$ cat src/rtl/rxq_admit_pkg.sv
// rxq_admit shared definitions: word layout, gap word and FSM encoding.
// Imported by the admission stage and its counters.
package rxq_admit_pkg;

    localparam int FRAME_BIT = 8;
    localparam int WORD_W = 9;
    localparam logic [WORD_W-1:0] GAP_WORD = 9'h000;

    typedef enum logic [2:0] {
        ST_SYNC,
        ST_IDLE,
        ST_PASS,
        ST_DROP,
        ST_TRUNC,
        ST_GAPGEN
    } state_e;

    function automatic logic is_frame(input logic [WORD_W-1:0] w);
        return w[FRAME_BIT];
    endfunction

endpackage

$ cat src/rtl/rxq_admit_sat_counter.sv
// Saturating event counter with synchronous clear.
// Holds at all-ones once reached.
module sat_counter #(
    parameter int W = 32
) (
    input  logic         clk_i,
    input  logic         clr_i,
    input  logic         inc_i,
    output logic [W-1:0] cnt_o
);

    logic [W-1:0] cnt_q;
    logic [W-1:0] cnt_d;

    // Next count: step only when enabled and not already saturated.
    always_comb begin
        cnt_d = cnt_q;
        if (inc_i && (cnt_q != {W{1'b1}})) begin
            cnt_d = cnt_q + {{(W-1){1'b0}}, 1'b1};
        end
    end

    // Count register with synchronous clear.
    always_ff @(posedge clk_i) begin
        if (clr_i) begin
            cnt_q <= '0;
        end else begin
            cnt_q <= cnt_d;
        end
    end

    assign cnt_o = cnt_q;

endmodule

$ cat src/rtl/rxq_admit.sv
// Frame admission between receive queue and rx-tx queue.
// Forwards whole frames only, truncates oversize ones, regenerates the gap.
module rxq_admit
    import rxq_admit_pkg::*;
#(
    parameter logic [11:0] MAX_FRAME = 12'd1530,
    parameter logic [3:0]  GAP       = 4'h8,
    parameter logic [12:0] DEPTH     = 13'd4096
) (
    input  logic        sys_clk,
    input  logic        sys_rst,
    input  logic [8:0]  dout,
    input  logic        empty,
    output logic        rd_en,
    output logic [8:0]  din,
    input  logic        full,
    output logic        wr_en,
    input  logic [11:0] data_count,
    output logic [31:0] frame_cnt,
    output logic [31:0] drop_cnt,
    output logic [15:0] trunc_cnt
);

    state_e      state_q, state_d;
    logic [11:0] len_q, len_d;
    logic [3:0]  gap_q, gap_d;
    logic [8:0]  din_q, din_d;
    logic        wr_en_q, wr_en_d;

    logic        stall;
    logic        reads;
    logic        fb;
    logic        admit;
    logic [12:0] free;
    logic [12:0] need;
    logic        frame_inc;
    logic        drop_inc;
    logic        trunc_inc;

    assign free  = DEPTH - {1'b0, data_count};
    assign need  = {1'b0, MAX_FRAME} + {9'b0, GAP};
    assign admit = (free >= need);
    assign fb    = is_frame(dout);
    assign stall = wr_en_q & full;
    assign reads = (state_q != ST_GAPGEN);
    assign rd_en = !empty & reads & !stall & !sys_rst;

    // Next-state, output-stage and statistics decode; hold all while stalled.
    always_comb begin
        state_d   = state_q;
        len_d     = len_q;
        gap_d     = gap_q;
        din_d     = din_q;
        wr_en_d   = wr_en_q;
        frame_inc = 1'b0;
        drop_inc  = 1'b0;
        trunc_inc = 1'b0;
        if (!stall) begin
            wr_en_d = 1'b0;
            unique case (state_q)
                ST_SYNC: begin
                    if (rd_en && !fb) begin
                        state_d = ST_IDLE;
                    end
                end
                ST_IDLE: begin
                    if (rd_en && fb) begin
                        if (admit) begin
                            wr_en_d = 1'b1;
                            din_d   = dout;
                            len_d   = 12'd1;
                            state_d = ST_PASS;
                        end else begin
                            drop_inc = 1'b1;
                            state_d  = ST_DROP;
                        end
                    end
                end
                ST_PASS: begin
                    if (rd_en) begin
                        if (fb) begin
                            if (len_q < MAX_FRAME) begin
                                wr_en_d = 1'b1;
                                din_d   = dout;
                                len_d   = len_q + 12'd1;
                            end else begin
                                trunc_inc = 1'b1;
                                state_d   = ST_TRUNC;
                            end
                        end else begin
                            frame_inc = 1'b1;
                            wr_en_d   = (GAP != 4'd0);
                            din_d     = GAP_WORD;
                            gap_d     = 4'd1;
                            state_d   = (GAP <= 4'd1) ? ST_IDLE : ST_GAPGEN;
                        end
                    end
                end
                ST_DROP: begin
                    if (rd_en && !fb) begin
                        state_d = ST_IDLE;
                    end
                end
                ST_TRUNC: begin
                    if (rd_en && !fb) begin
                        frame_inc = 1'b1;
                        wr_en_d   = (GAP != 4'd0);
                        din_d     = GAP_WORD;
                        gap_d     = 4'd1;
                        state_d   = (GAP <= 4'd1) ? ST_IDLE : ST_GAPGEN;
                    end
                end
                ST_GAPGEN: begin
                    wr_en_d = 1'b1;
                    din_d   = GAP_WORD;
                    gap_d   = gap_q + 4'd1;
                    if (gap_q >= (GAP - 4'd1)) begin
                        state_d = ST_IDLE;
                    end
                end
                default: begin
                    state_d = ST_SYNC;
                end
            endcase
        end
    end

    // State, length, gap count and registered output stage.
    always_ff @(posedge sys_clk) begin
        if (sys_rst) begin
            state_q <= ST_SYNC;
            len_q   <= 12'd0;
            gap_q   <= 4'd0;
            din_q   <= 9'd0;
            wr_en_q <= 1'b0;
        end else begin
            state_q <= state_d;
            len_q   <= len_d;
            gap_q   <= gap_d;
            din_q   <= din_d;
            wr_en_q <= wr_en_d;
        end
    end

    assign din   = din_q;
    assign wr_en = wr_en_q;

    sat_counter #(.W(32)) u_frame_cnt (
        .clk_i (sys_clk),
        .clr_i (sys_rst),
        .inc_i (frame_inc),
        .cnt_o (frame_cnt)
    );

    sat_counter #(.W(32)) u_drop_cnt (
        .clk_i (sys_clk),
        .clr_i (sys_rst),
        .inc_i (drop_inc),
        .cnt_o (drop_cnt)
    );

    sat_counter #(.W(16)) u_trunc_cnt (
        .clk_i (sys_clk),
        .clr_i (sys_rst),
        .inc_i (trunc_inc),
        .cnt_o (trunc_cnt)
    );

endmodule

$ cat config.mk
export PLATFORM = sky130hd
export DESIGN_NAME = rxq_admit
export DESIGN_NICKNAME = d
export VERILOG_FILES = /design/src/rtl/rxq_admit_pkg.sv /design/src/rtl/rxq_admit_sat_counter.sv /design/src/rtl/rxq_admit.sv
export SDC_FILE = /design/constraint.sdc
export NUM_CORES = 1
export LEC_CHECK = 0
export CAP_MARGIN = 15
export CORE_MARGIN = 5
export CORE_UTILIZATION = 43
export CTS_CLUSTER_SIZE = 28
export DETAILED_ROUTE_END_ITERATION = 8
export MAX_ROUTING_LAYER = met4
export PLACE_DENSITY_LB_ADDON = 0.08
export SLEW_MARGIN = 20
export SYNTH_ARGS = -nofsm -noshare
export SYNTH_HDL_FRONTEND = slang
export SYNTH_SLANG_ARGS = --single-unit
$ cat constraint.sdc
create_clock -name sys_clk -period 8.8 [get_ports sys_clk]
set_input_delay 1.76 -clock sys_clk [delete_from_list [all_inputs] [get_ports sys_clk]]
set_output_delay 1.76 -clock sys_clk [all_outputs]
set_load 0.01 [all_outputs]
# Yosys cells after proc, flatten, opt, wreduce, memory -nomap -nowiden
# Cells that the tools add are included.
[totals]
reg_bits = 109
output_inout_bits = 91
[classes]
add_sub_neg = 6
n_lt_le_gt_ge = 3
bitwise = 5
reduce_logical = 18
n_eq_ne = 20
muxes = 46
[op_table]
columns = ["op", "count"]
rows = [
  ["adder 32 x 1 -> 32 bit (second input constant)", 2],
  ["inequality test 32 bit (second input constant)", 2],
  ["two-way mux 12 bit", 5],
  ["two-way mux 9 bit", 6],
  ["one-hot mux 9 bit (4 select lines)", 1],
  ["one-hot mux 12 bit (2 select lines)", 1],
  ["two-way mux 3 bit", 7],
  ["AND reduction 7 bit", 3],
  ["two-way mux 1 bit", 19],
  ["adder 16 x 1 -> 16 bit (second input constant)", 1],
  ["inequality test 16 bit (second input constant)", 1],
  ["inequality test 2 bit (second input constant)", 8],
  ["one-hot mux 3 bit (5 select lines)", 1],
  ["greater-or-equal comparator 13 x 11 -> 1 bit (second input constant)", 1],
  ["subtractor 13 x 12 -> 13 bit (first input constant)", 1],
  ["adder 12 x 1 -> 12 bit (second input constant)", 1],
  ["less-than comparator 12 x 11 -> 1 bit (second input constant)", 1],
  ["two-way mux 4 bit", 3],
  ["one-hot mux 4 bit (3 select lines)", 1],
  ["inequality test 3 bit (second input constant)", 3],
  ["== test 3 x 2 -> 1 bit (second input constant)", 2],
  ["== test 3 bit (second input constant)", 2],
  ["logical AND 1 bit", 5],
  ["AND reduction 5 bit", 1],
  ["other kinds (14)", 20],
]

# Logic depth before layout (Yosys ltp)
# Gate-level depths: netlist of run 1.
[logic_depth]
word_depth = 9
mapped_depth = 11
mapped_depth_nobuf = 10

# Hierarchy
# From an unflattened synthesis of run 1, not the netlist that was laid out.
[unflattened]
cells_unflattened = 732
hier_area_um2 = 6135.9
[modules_own_cells]
columns = ["mod", "cells_per_inst", "n_inst", "seq_area_each_um2", "area_each_um2"]
rows = [
  ["sat_counter at u_drop_cnt ...", 199, 2, 640.6, 1674.1],
  ["rxq_admit", 235, 1, 580.6, 1939.4],
  ["sat_counter at u_trunc_cnt", 99, 1, 320.3, 848.3],
]

# Worst setup path before layout of run 1
# OpenSTA, ideal clock, no wires.
[synth_timing]
path_kind = "input to register"
start = "input port data_count[0]"
end = "register u_drop_cnt.cnt_q[28] (netlist: u_drop_cnt.cnt_o[28])"
stages = 11
arrival_ps = 4341
setup_slack_ps = 4335
cell_sequence = "inv_1 -> ha_1 -> or3b_1 -> or3_1 -> a211o_1 -> a2111oi_4 -> o21a_4 -> nand2_2 -> buf_6 -> nor4_2 -> mux2_1"
[synth_between]
elab_chain_len = 7
[synth_rtl]
columns = ["element", "line", "text"]
rows = [
  ["start, declared", "rxq_admit.sv:18", "input logic [11:0] data_count,"],
  ["subtractor 13 x 12 -> 13 bit", "rxq_admit.sv:40", "assign free = DEPTH - {1'b0, data_count};"],
  ["greater-or-equal comparator 13 x 11 -> 1 bit", "rxq_admit.sv:42", "assign admit = (free >= need);"],
  ["two-way mux 1 bit", "rxq_admit.sv:68", "if (admit) begin"],
  ["two-way mux 1 bit", "rxq_admit.sv:67", "if (rd_en && fb) begin"],
  ["two-way mux 1 bit", "rxq_admit.sv:60", "unique case (state_q)"],
  ["two-way mux 1 bit", "rxq_admit.sv:58", "if (!stall) begin"],
  ["logical AND 1 bit", "rxq_admit_sat_counter.sv:18", "if (inc_i && (cnt_q != {W{1'b1}})) begin"],
  ["end signal, assigned", "rxq_admit_sat_counter.sv:28", "cnt_q <= cnt_d;"],
  ["end, declared", "rxq_admit_sat_counter.sv:12", "logic [W-1:0] cnt_q;"],
]
# Every way passes these cells.
# A chain may end at the register's enable or synchronous reset.

# Worst setup path in the final report of run 1
[layout_timing]
start = "input port sys_rst"
end = "output port rd_en"
[layout_between]
elab_chain_len = 2
[layout_rtl]
columns = ["element", "line", "text"]
rows = [
  ["start, declared", "rxq_admit.sv:11", "input logic sys_rst,"],
  ["logical NOT 1 bit", "rxq_admit.sv:46", "assign rd_en = !empty & reads & !stall & !sys_rst;"],
  ["AND 1 bit", "rxq_admit.sv:46", ""],
  ["end, declared", "rxq_admit.sv:14", "output logic rd_en,"],
]
# Every way passes these cells.

==> impl_metrics.py, run 1 <==
metrics = {
    "yosys": {
        "ys_seq_area_share_pct": 39.4,
        "postSynthNetCount": 717,
        "dominant_combinational_cell_family_by_area_after_synthesis": "simple AND/OR/NAND/NOR gates",
        "synth.ff_latch_count": 109,
        "synth_compound_area_share_pct": 14.1,
        "ys_top_cells_by_area": "dfxtp_1, nor2_1, xor2_1",
        "post_synth_xor_area_fraction_pct": 7.59,
        "synth_edf_count": 0,
        "synthArstFlopShare_pct": 0,
        "yosys.area_share.adder_pct": 1.58,
        "synth.distinct_cells": 57,
        "synth_top_cell_area_share_pct": 39.4,
        "postSynth.topFlopCell": "dfxtp_1",
        "mappedNetlistArea_um2": 5540,
        "synth_simple_gate_area_share_pct": 31.1,
        "synth_warnings": 0,
        "postSynthAreaPerCell_um2": 8.08,
        "muxShareOfSynthArea_pct": 2.58,
        "synthDominantAreaCellType": "dfxtp_1",
        "syn_inst": 685,
    },
    "die": {
        "chipHeight_um": 123,
        "core_region_area_um2": 12600,
        "io_pins": 116,
        "initial_utilization_pct": 43.9,
        "dieWidth_um": 123,
        "num_rows": 41,
        "fp.dieArea_um2": 15200,
    },
    "setup_path": {
        "setup.worst_path.end_class": "output port",
        "timing_worst_setup_path_type": "in2out",
        "worstPathArrival_ns": 3.45,
        "path_max_fanout": 107,
        "slowest_cell_on_the_critical_path": "buf_4",
        "worst_path_dominant_cell_family": "buffers and inverters",
        "crit-reg2reg-capture": "u_frame_cnt.cnt_o[21]$_SDFFE_PP0P_",
        "worstReg2RegStart": "wr_en$_SDFFE_PP0N_",
        "r2r_slack_ns": 5.64,
        "startpoint_type": "input port",
        "worst-path-buf-inv": 2,
        "cp_max_stage_delay_ns": 0.76,
        "worstPathRequired_ns": 7.04,
        "worst_r2r_path_depth": 7,
        "cell_breakdown_of_the_critical_path": "buf_4 -> a211o_1 -> a21oi_1 -> clkdlybuf4s50_1",
    },
    "final_layout": {
        "finalNetCount": 814,
        "fraction_of_final_layout_cells_with_drive_strength_greater_than_1_pct": 3.68,
        "layout_common_cells": "clkdlybuf4s50_1, dfxtp_1, nor2_1",
        "finish.cell_count_without_fillers": 959,
        "antenna-diode-count": 0,
        "fin_area_um2": 7060,
        "layout_commonest_cell": "clkdlybuf4s50_1",
        "layout-area-overhead-vs-synth_pct": 27.5,
    },
    "route": {
        "detail-route-antenna-nets": 0,
        "drt_iter0_markers": 348,
        "wirelength_um": 14000,
        "drt_first_pass_iters": 4,
        "drcViolationCount": 0,
        "route.vias.total": 5201,
        "route.detailed.vias_per_inst": 5.42,
        "wl_per_cell_um": 14.6,
    },
    "timing": {
        "clock_skew_ns": 0.00817,
        "max_clock_freq_mhz": 192,
        "hold_viol": 0,
        "whs_ns": 0.480,
        "min_period_over_period_pct": 59.2,
        "total_neg_setup_slack_ns": 0,
        "worst_slew_pin_slew_ns": 1.09,
        "report.final.setup_viol": 0,
        "fin_crit_ns": 5.21,
        "slew_headroom_pct": 27.1,
        "grt_setup_unrepaired": "false",
        "drv_slew": 0,
    },
    "clocking": {
        "cts.hold.buffers_added": 0,
        "numCtsBuffers": 9,
        "cts_repair_resize_count": 0,
        "clock_path_buffers": 2,
        "cts_setup_buffers": 0,
        "cts_tree": "yes",
        "cts_htree_levels": 3,
        "clk_latency_ns": 0.35,
        "path_clk_slew_ns": 0.06,
        "clock-sinks": 109,
        "clock_tree.root_cell": "clkbuf_16",
    },
    "hold_path": {
        "timing.hold.worst_endpoint": "din[1]$_SDFFE_PP0P_",
        "worstHoldPathCells": 2,
        "hp-start": "din[1]$_SDFFE_PP0P_",
        "worstHoldPathType": "reg2reg",
    },
    "power_and_ir_drop": {
        "total_power_density_per_cell_area_nw_per_um2": 145,
        "cellLeakagePower_uw": 0.00225,
        "ir_drop_mv": 0.0815,
    },
    "placed_design": {
        "detailed_place_hpwl_um": 10100,
        "gp_routability_congestion": 0.906,
        "portBuffers": 115,
        "dp.cells": 943,
        "dpl_cell_area_um2": 6780,
    },
    "global_routing": {
        "globalRoute.totalOverflow": 0,
        "grt_first_pass_wirelength_um": 23200,
        "grt_usage_pct": 19.3,
        "pin_count_of_the_biggest_net_entering_global_routing": 108,
        "grt_antenna_before_repair": 0,
        "number_of_global_route_vias_before_repair": 5012,
    },
    "run_status": {
        "run_status": "complete, no violations",
    },
    "flow_run": {
        "maxCapViolCount": 0,
    },
}
[kinds of logic (layout without fill, tap and decap cells)]
logic type / count (synthesis) / in the layout
AOI/OAI and AO/OA: 127 / 127
xor gates and xnor gates: 48 / 48
and+or+nand+nor: 330 / 330
buffers and inverters: 50 / 152
adders and majority gates: 7 / 7
DFF: 109 / 109
muxes: 14 / 14
[layer usage]
layer / track usage, % / up-vias / part of all wire, %
li1: - / 2654 / -
met1: 22.9 / 2444 / 45
met2: 32.6 / 90 / 50
met3: 3.71 / 13 / 4.1
met4: 6.85 / 0 / 1.5
met5: - / - / 0
[registers in the layout (all words and copies together), names as in the netlist]
signal,cells
din,9
gap_q,4
len_q,12
state_q,3
u_drop_cnt.cnt_o,32
u_frame_cnt.cnt_o,32
u_trunc_cnt.cnt_o,16
wr_en,1
[cell type report]
class,count,area [um^2]
fill,1224,5560
tap,172,215
timing repair buffer,116,1160
multi-input combinational,526,3160
sequential,109,2180
clock inverter,4,31.3
inverter,20,75.1
clock buffer,12,246
[power breakdown]
part	total (uW)	internal [uW]	switching, uW
Combinational	117	56.0	61.2
Sequential	519	505	14.3
Clock	385	201	183
[cell usage after synthesis (3+ instances only)]
cell type  count
xnor2_1       18
nor3b_1        3
and4_1         6
ha_1           7
a21oi_1       50
xor2_1        30
nand4_1       26
or4_1         17
nor3_1        16
nor4_1         9
dfxtp_1      109
o21ai_0       34
buf_2          4
mux2i_1       12
nor2b_1        8
nor2_1        72
o31ai_1       15
nand2_1       67
clkbuf_1      24
inv_1         20
or3_1         31
nand2b_1      14
and3_1        11
nand3_1       37
[worst max path at each step]
| stage | from | end | cells past startpoint |
|---|---|---|---|
| after floorplan | data_count[0] | u_drop_cnt.cnt_o[28]$_SDFFE_PP0P_ | 11 |
| after global placement | sys_rst | rd_en | 4 |
| after detailed placement | data_count[0] | len_q[0]$_SDFFE_PP0P_ | 11 |
| after CTS | sys_rst | rd_en | 4 |
| after global routing | sys_rst | rd_en | 4 |
| final | sys_rst | rd_en | 4 |
[metrics by stage]
| step | utilization, % | power (uW) | worst slack [ns] |
|---|---|---|---|
| after global routing | 56.0 | 1070 | 3.39 |
| after global placement | 53.8 | 646 | 3.56 |
| final | 56.0 | 1020 | 3.59 |
| after CTS | 56.0 | 1030 | 3.53 |
| after detailed placement | 53.8 | 648 | 3.46 |
| after floorplan | - | 599 | 4.34 |
[worst reg2reg max path: stages, from the launching register on]
cell	delay (ns)
dfxtp_1	0.35
a211o_1	0.36
nor4_1	0.85
nand4_1	0.35
a31oi_2	0.50
nand2_1	0.17
or3_1	0.36
a21oi_1	0.15
No activity file was read; power rests on OpenSTA's default activity.
==> run 2, diff against run 1 <==
Clock period 8.8 ns to 4.7 ns, I/O delays scaled along.
==> run 2 against run 1 <==
  * Via count rose by 1.2%
  * Hold slack improved by 0.0047 ns
  * Wire length rose by 0.47%
  * Non-clock buffer count rose by 5
  * Clock power rose by 110%
  * Die area did not move
  * Largest cell class unchanged
  * Largest power group unchanged
==> impl_metrics.py, run 2 (same netlist as run 1, synthesis figures left out) <==
metrics = {
    "run_status": {
        "run_status": "complete, no violations",
    },
    "timing": {
        "fin_crit_ns": 4.10,
        "min_period_over_period_pct": 87.3,
        "slew_headroom_pct": 27.8,
        "hold_viol": 0,
        "report.final.setup_viol": 0,
        "drv_slew": 0,
        "total_neg_setup_slack_ns": 0,
        "max_clock_freq_mhz": 244,
        "clock_skew_ns": 0.00757,
        "grt_setup_unrepaired": "false",
        "whs_ns": 0.484,
        "worst_slew_pin_slew_ns": 1.08,
    },
    "hold_path": {
        "worstHoldPathCells": 2,
        "worstHoldPathType": "reg2reg",
        "hp-start": "din[1]$_SDFFE_PP0P_",
    },
    "power_and_ir_drop": {
        "ir_drop_mv": 0.178,
        "switching_power_of_the_nets_uw": 498,
        "seq_power_share_pct": 48.6,
        "power_switching_share_pct": 24.9,
        "cellLeakagePower_uw": 0.00231,
        "pwr-share-clk_pct": 40.3,
        "cell_internal_pwr_uw": 1500,
        "total_power_density_per_cell_area_nw_per_um2": 280,
        "combinationalPowerShare_pct": 11.1,
    },
    "global_routing": {
        "grt_usage_pct": 19.2,
        "grt_first_pass_wirelength_um": 23300,
        "pin_count_of_the_biggest_net_entering_global_routing": 107,
        "met1_usage_pct": 24.1,
        "grt_antenna_before_repair": 0,
        "number_of_global_route_vias_before_repair": 4939,
        "gr-max-usage-layer": "met2",
        "grt_util_met3_pct": 4.80,
        "globalRoute.totalOverflow": 0,
        "grt.met2_usage_pct": 30.9,
    },
    "route": {
        "detail-route-antenna-nets": 0,
        "route.detailed.vias_per_inst": 5.46,
        "drt_iter0_markers": 316,
        "route.vias.total": 5262,
        "wirelength_um": 14000,
        "wl_per_cell_um": 14.6,
        "drt_first_pass_iters": 4,
        "drcViolationCount": 0,
    },
    "clocking": {
        "clock_tree.root_cell": "clkbuf_16",
        "numCtsBuffers": 9,
        "cts_setup_buffers": 0,
        "path_clk_slew_ns": 0.07,
        "clock-sinks": 109,
        "cts_repair_resize_count": 0,
        "cts_tree": "yes",
        "cts_htree_levels": 3,
        "cts.hold.buffers_added": 0,
        "clock_path_buffers": 2,
        "clk_latency_ns": 0.35,
    },
    "placed_design": {
        "gp_routability_congestion": 0.870,
        "detailed_place_hpwl_um": 10000,
        "portBuffers": 115,
    },
    "final_layout": {
        "layout_commonest_cell": "clkdlybuf4s50_1",
        "finalNetCount": 819,
        "antenna-diode-count": 0,
        "fraction_of_final_layout_cells_with_drive_strength_greater_than_1_pct": 4.55,
        "layout-area-overhead-vs-synth_pct": 28.9,
        "layout_common_cells": "clkdlybuf4s50_1, dfxtp_1, nor2_1",
    },
    "die": {
        "chipHeight_um": 123,
        "io_pins": 116,
        "core_region_area_um2": 12600,
        "fp.dieArea_um2": 15200,
        "num_rows": 41,
        "dieWidth_um": 123,
        "initial_utilization_pct": 43.9,
    },
    "setup_path": {
        "worstPathRequired_ns": 4.97,
        "r2r_slack_ns": 1.81,
        "cell_breakdown_of_the_critical_path": "clkdlybuf4s50_1 -> inv_1 -> ha_1 -> or3b_1 -> or3_1 -> a211o_1 -> a2111oi_4 -> o21a_4 -> nand2_2 -> or4_1 -> a21oi_1",
        "startpoint_type": "input port",
        "cp.depth": 11,
        "setup.worst_path.end": "u_drop_cnt.cnt_o[22]$_SDFFE_PP0P_",
        "path_max_fanout": 15,
        "worstReg2RegStart": "u_frame_cnt.cnt_o[22]$_SDFFE_PP0P_",
        "crit-reg2reg-capture": "u_frame_cnt.cnt_o[15]$_SDFFE_PP0P_",
        "setup.worst_path.end_class": "register",
        "worstPathArrival_ns": 4.37,
        "crit_path_start": "data_count[0]",
        "slowest_cell_on_the_critical_path": "or4_1",
        "timing_worst_setup_path_type": "in2reg",
        "worst_r2r_path_depth": 8,
        "worst-path-buf-inv": 2,
        "worst_path_dominant_cell_family": "simple AND/OR/NAND/NOR gates",
        "cp_max_stage_delay_ns": 0.55,
    },
    "flow_run": {
        "maxCapViolCount": 0,
    },
}
==> run 2: cell count changes in the layout (fill, tap and decap cells not counted) <==
cell and change:
clkbuf_1 -2, inv_8 +1, buf_4 +5, bufinv_16 +1, clkinvlp_4 -2, clkinv_4 +1, clkbuf_8 +1
==> run 2: per-layer routing <==
layer  wire, um  part of all wire [%]  vias to the layer above
met5          0                     0                        -
met4        149                   1.1                        0
met3        613                   4.4                       10
met2       6910                    49                       99
met1       6360                    45                     2494
li1           -                     -                     2659
==> run 2: per-stage QoR <==
step	std cells	util, %	area [um^2]	setup slack (ns)	power, uW
4_1_cts	964	56.6	7140	0.604	2030
3_5_place_dp	948	54.1	6820	0.235	1220
3_3_place_gp	948	54.1	6820	0.343	1210
6_report	964	56.6	7140	0.599	2000
2_1_floorplan	685	-	5540	1.06	1120
5_1_grt	964	56.6	7140	0.420	2080
==> run 2: layout make-up <==
| class | instances | area, um^2 |
|---|---|---|
| inverter | 20 | 75.1 |
| clock buffer | 11 | 253 |
| multi-input combinational | 526 | 3160 |
| tap | 172 | 215 |
| timing repair buffer | 121 | 1190 |
| fill | 1193 | 5480 |
| sequential | 109 | 2180 |
| clock inverter | 5 | 66.3 |
==> run 2: tightest hold or removal path, cell delays in order (launching register included) <==
cell and delay, ns:
dfxtp_1 0.32, nand2b_1 0.06, mux2i_1 0.06
==> run 2: power by group through the flow <==
stage	Clock (uW)	Combinational, uW	Sequential, uW
2_1_floorplan	0	133	988
5_1_grt	867	242	976
3_3_place_gp	0	219	992
4_1_cts	833	224	972
6_report	805	223	972
3_5_place_dp	0	223	994
==> run 2: worst min-delay path by stage <==
stage | to | slack, ns
after floorplan | len_q[11]$_SDFFE_PP0P_ | 0.45
after global placement | din[5]$_SDFFE_PP0P_ | 0.47
after detailed placement | din[1]$_SDFFE_PP0P_ | 0.47
after CTS | din[1]$_SDFFE_PP0P_ | 0.48
after global routing | din[1]$_SDFFE_PP0P_ | 0.50
final | din[1]$_SDFFE_PP0P_ | 0.48
==> RTL change, RTL diff (flow settings as in run 2) <==
The 6 states of `state_e` get a one-hot encoding in 6 bits.
--- a/src/rtl/rxq_admit_pkg.sv
+++ b/src/rtl/rxq_admit_pkg.sv
@@ -7,11 +7,11 @@
     localparam logic [WORD_W-1:0] GAP_WORD = 9'h000;
 
-    typedef enum logic [2:0] {
-        ST_SYNC,
-        ST_IDLE,
-        ST_PASS,
-        ST_DROP,
-        ST_TRUNC,
-        ST_GAPGEN
+    typedef enum logic [5:0] {
+        ST_SYNC   = 6'b000001,
+        ST_IDLE   = 6'b000010,
+        ST_PASS   = 6'b000100,
+        ST_DROP   = 6'b001000,
+        ST_TRUNC  = 6'b010000,
+        ST_GAPGEN = 6'b100000
     } state_e;
 
Formal check against the unedited RTL: same outputs for any inputs over 4 cycles, from zero or initial values and one cycle with sys_rst high; so few cycles prove little.
==> RTL change against run 2 <==
- cell area increased by 3.8%
- sequential power grew 1%
- power up 4.2%
- non-clock buffer count shrank 5
- largest cell class unchanged
- sequential share of layout area shrank 0.31 points
- sequential cell count is 3 higher
- synthesized area rose by 5.7%
- routed wire length up 7.0%
- worst setup slack better by 0.38 ns
- hold slack worse by 0.036 ns
- largest power group unchanged
- critical path depth is 1 lower
==> RTL change: results (changes against run 2) <==
status finished clean (unchanged); Max stage delay cell, worst path clkdlybuf4s50_1 (was or4_1); maximum VDD drop 234 uV (was 178 uV); RD Place Congestion 0.874 (was 0.870); Hold Fails Final Rpt 0 (unchanged); layout cells sized above 1 4.75% (was 4.55%); pre-CTS setup slack 0.625 ns (was 0.235 ns); clock root buffer clkbuf_16 (unchanged); Distinct cells, synth 66 (was 57); sw frac 23.6% (was 24.9%); met1 Resource Use GR 22.8% (was 24.1%); largest cells by area after synthesis dfxtp_1 38%, nor2_1 5.6%, xnor2_1 4.8% (was dfxtp_1 39%, nor2_1 4.9%, xor2_1 4.7%); synthesized net count 755 (was 717); fill cell count 1226 (was 1193); P_comb 0.000219 W (was 0.000223 W); diode count 0 (unchanged); Non-clock buffers 116 (was 121); sequential element share of the synthesized area 38.3% (was 39.4%); sequential cell power 0.000986 W (was 0.000972 W); Seq cells post-synth 112 (was 109); fin util 55.8% (was 56.6%); fraction of area in registers 30.2% (was 30.6%); grt met3 use 6.39% (was 4.80%); Post-layout nets 848 (was 819); worst-skew pair later-pin latency about 0.36 ns; multi-input gates 560 (was 526); clock network area share 4.64% (was 4.47%); Final non-clock buffer share 15.6% (was 16.7%); Lkg Pwr 2.43 nW (was 2.31 nW); combinational power share 10.5% (was 11.1%); initial antenna violation count 0 (unchanged); met2 Usage GRT 30.3% (was 30.9%); Post-CTS Setup Inserts 0 (unchanged); first-pass GRT wire length 25000 um (was 23300 um); post_cts resized 0 (unchanged); Signal inverters 17 (was 20); vias in the first global route 5230 (was 4939); Post-synth top cells 112 x dfxtp_1, 87 x nor2_1, 59 x nand2_1, 45 x a21oi_1, 42 x o21ai_0 (was 109 x dfxtp_1, 72 x nor2_1, 67 x nand2_1, 50 x a21oi_1, 37 x nand3_1); 1st-iter DRT viols 309 (was 316); GR Util All Layers 18.9% (was 19.2%); Critical Path Fanout Max 54 (was 15); total number of vias 5551 (was 5262); first drt pass iteration count 6 (was 4); Slew headroom 36.5% (was 27.8%); busiest grt layer met2 (unchanged); type of the most critical hold path register to register (unchanged); FFs w/ async S/R, synth 0% (unchanged); CP max stage delay 0.51 ns (was 0.55 ns); largest net degree at the start of global routing 80 (was 107); Placeable Area 0.0133 mm2 (was 0.0126 mm2); clock buffer count from CTS 9 (unchanged); CP endpoint kind register (unchanged); Area after DPL 0.00707 mm2 (was 0.00682 mm2); DP HPWL 10800 um (was 10000 um); Post-Route WL 15000 um (was 14000 um); fraction of area in multi-input gates 45.7% (was 44.2%); delay-heaviest family, CP compound AO/OA/AOI/OAI gates (was simple AND/OR/NAND/NOR gates); Worst Clk Skew 0.00744 ns (was 0.00757 ns); min cycle time layout 3.72 ns (was 4.10 ns)
==> RTL change: logic make-up after synthesis <==
kind of cell | share of synthesized area (%)
buf+inv | 3.87
flops | 38.3
mux | 3.18
compound gates | 13.6
fa+ha+maj | 1.50
simple gates | 32.6
xor+xnor | 7.03
==> RTL change: layer usage <==
layer / wire [um] / part of all wire, %
met3: 965 / 6.4
met2: 7190 / 48
met1: 6710 / 45
met5: 0 / 0
met4: 154 / 1.0
==> RTL change: stage by stage <==
stage | std cells | hold WS [ns]
floorplan | 723 | 0.441
global placement | 981 | 0.432
detailed placement | 981 | 0.439
CTS | 997 | 0.453
global route | 997 | 0.488
finish | 997 | 0.448
==> RTL change: final timing paths <==
| kind | start | endpoint | slack (ns) | cells after the start |
|---|---|---|---|---|
| worst min register to register | din[8] | din[8] | 0.45 | 2 |
| worst min-delay path | din[8] | din[8] | 0.45 | 2 |
| worst max-delay path | data_count[0] | u_drop_cnt.cnt_o[13] | 0.98 | 10 |
| worst max register to register | state_q[0] | len_q[8] | 1.93 | 7 |
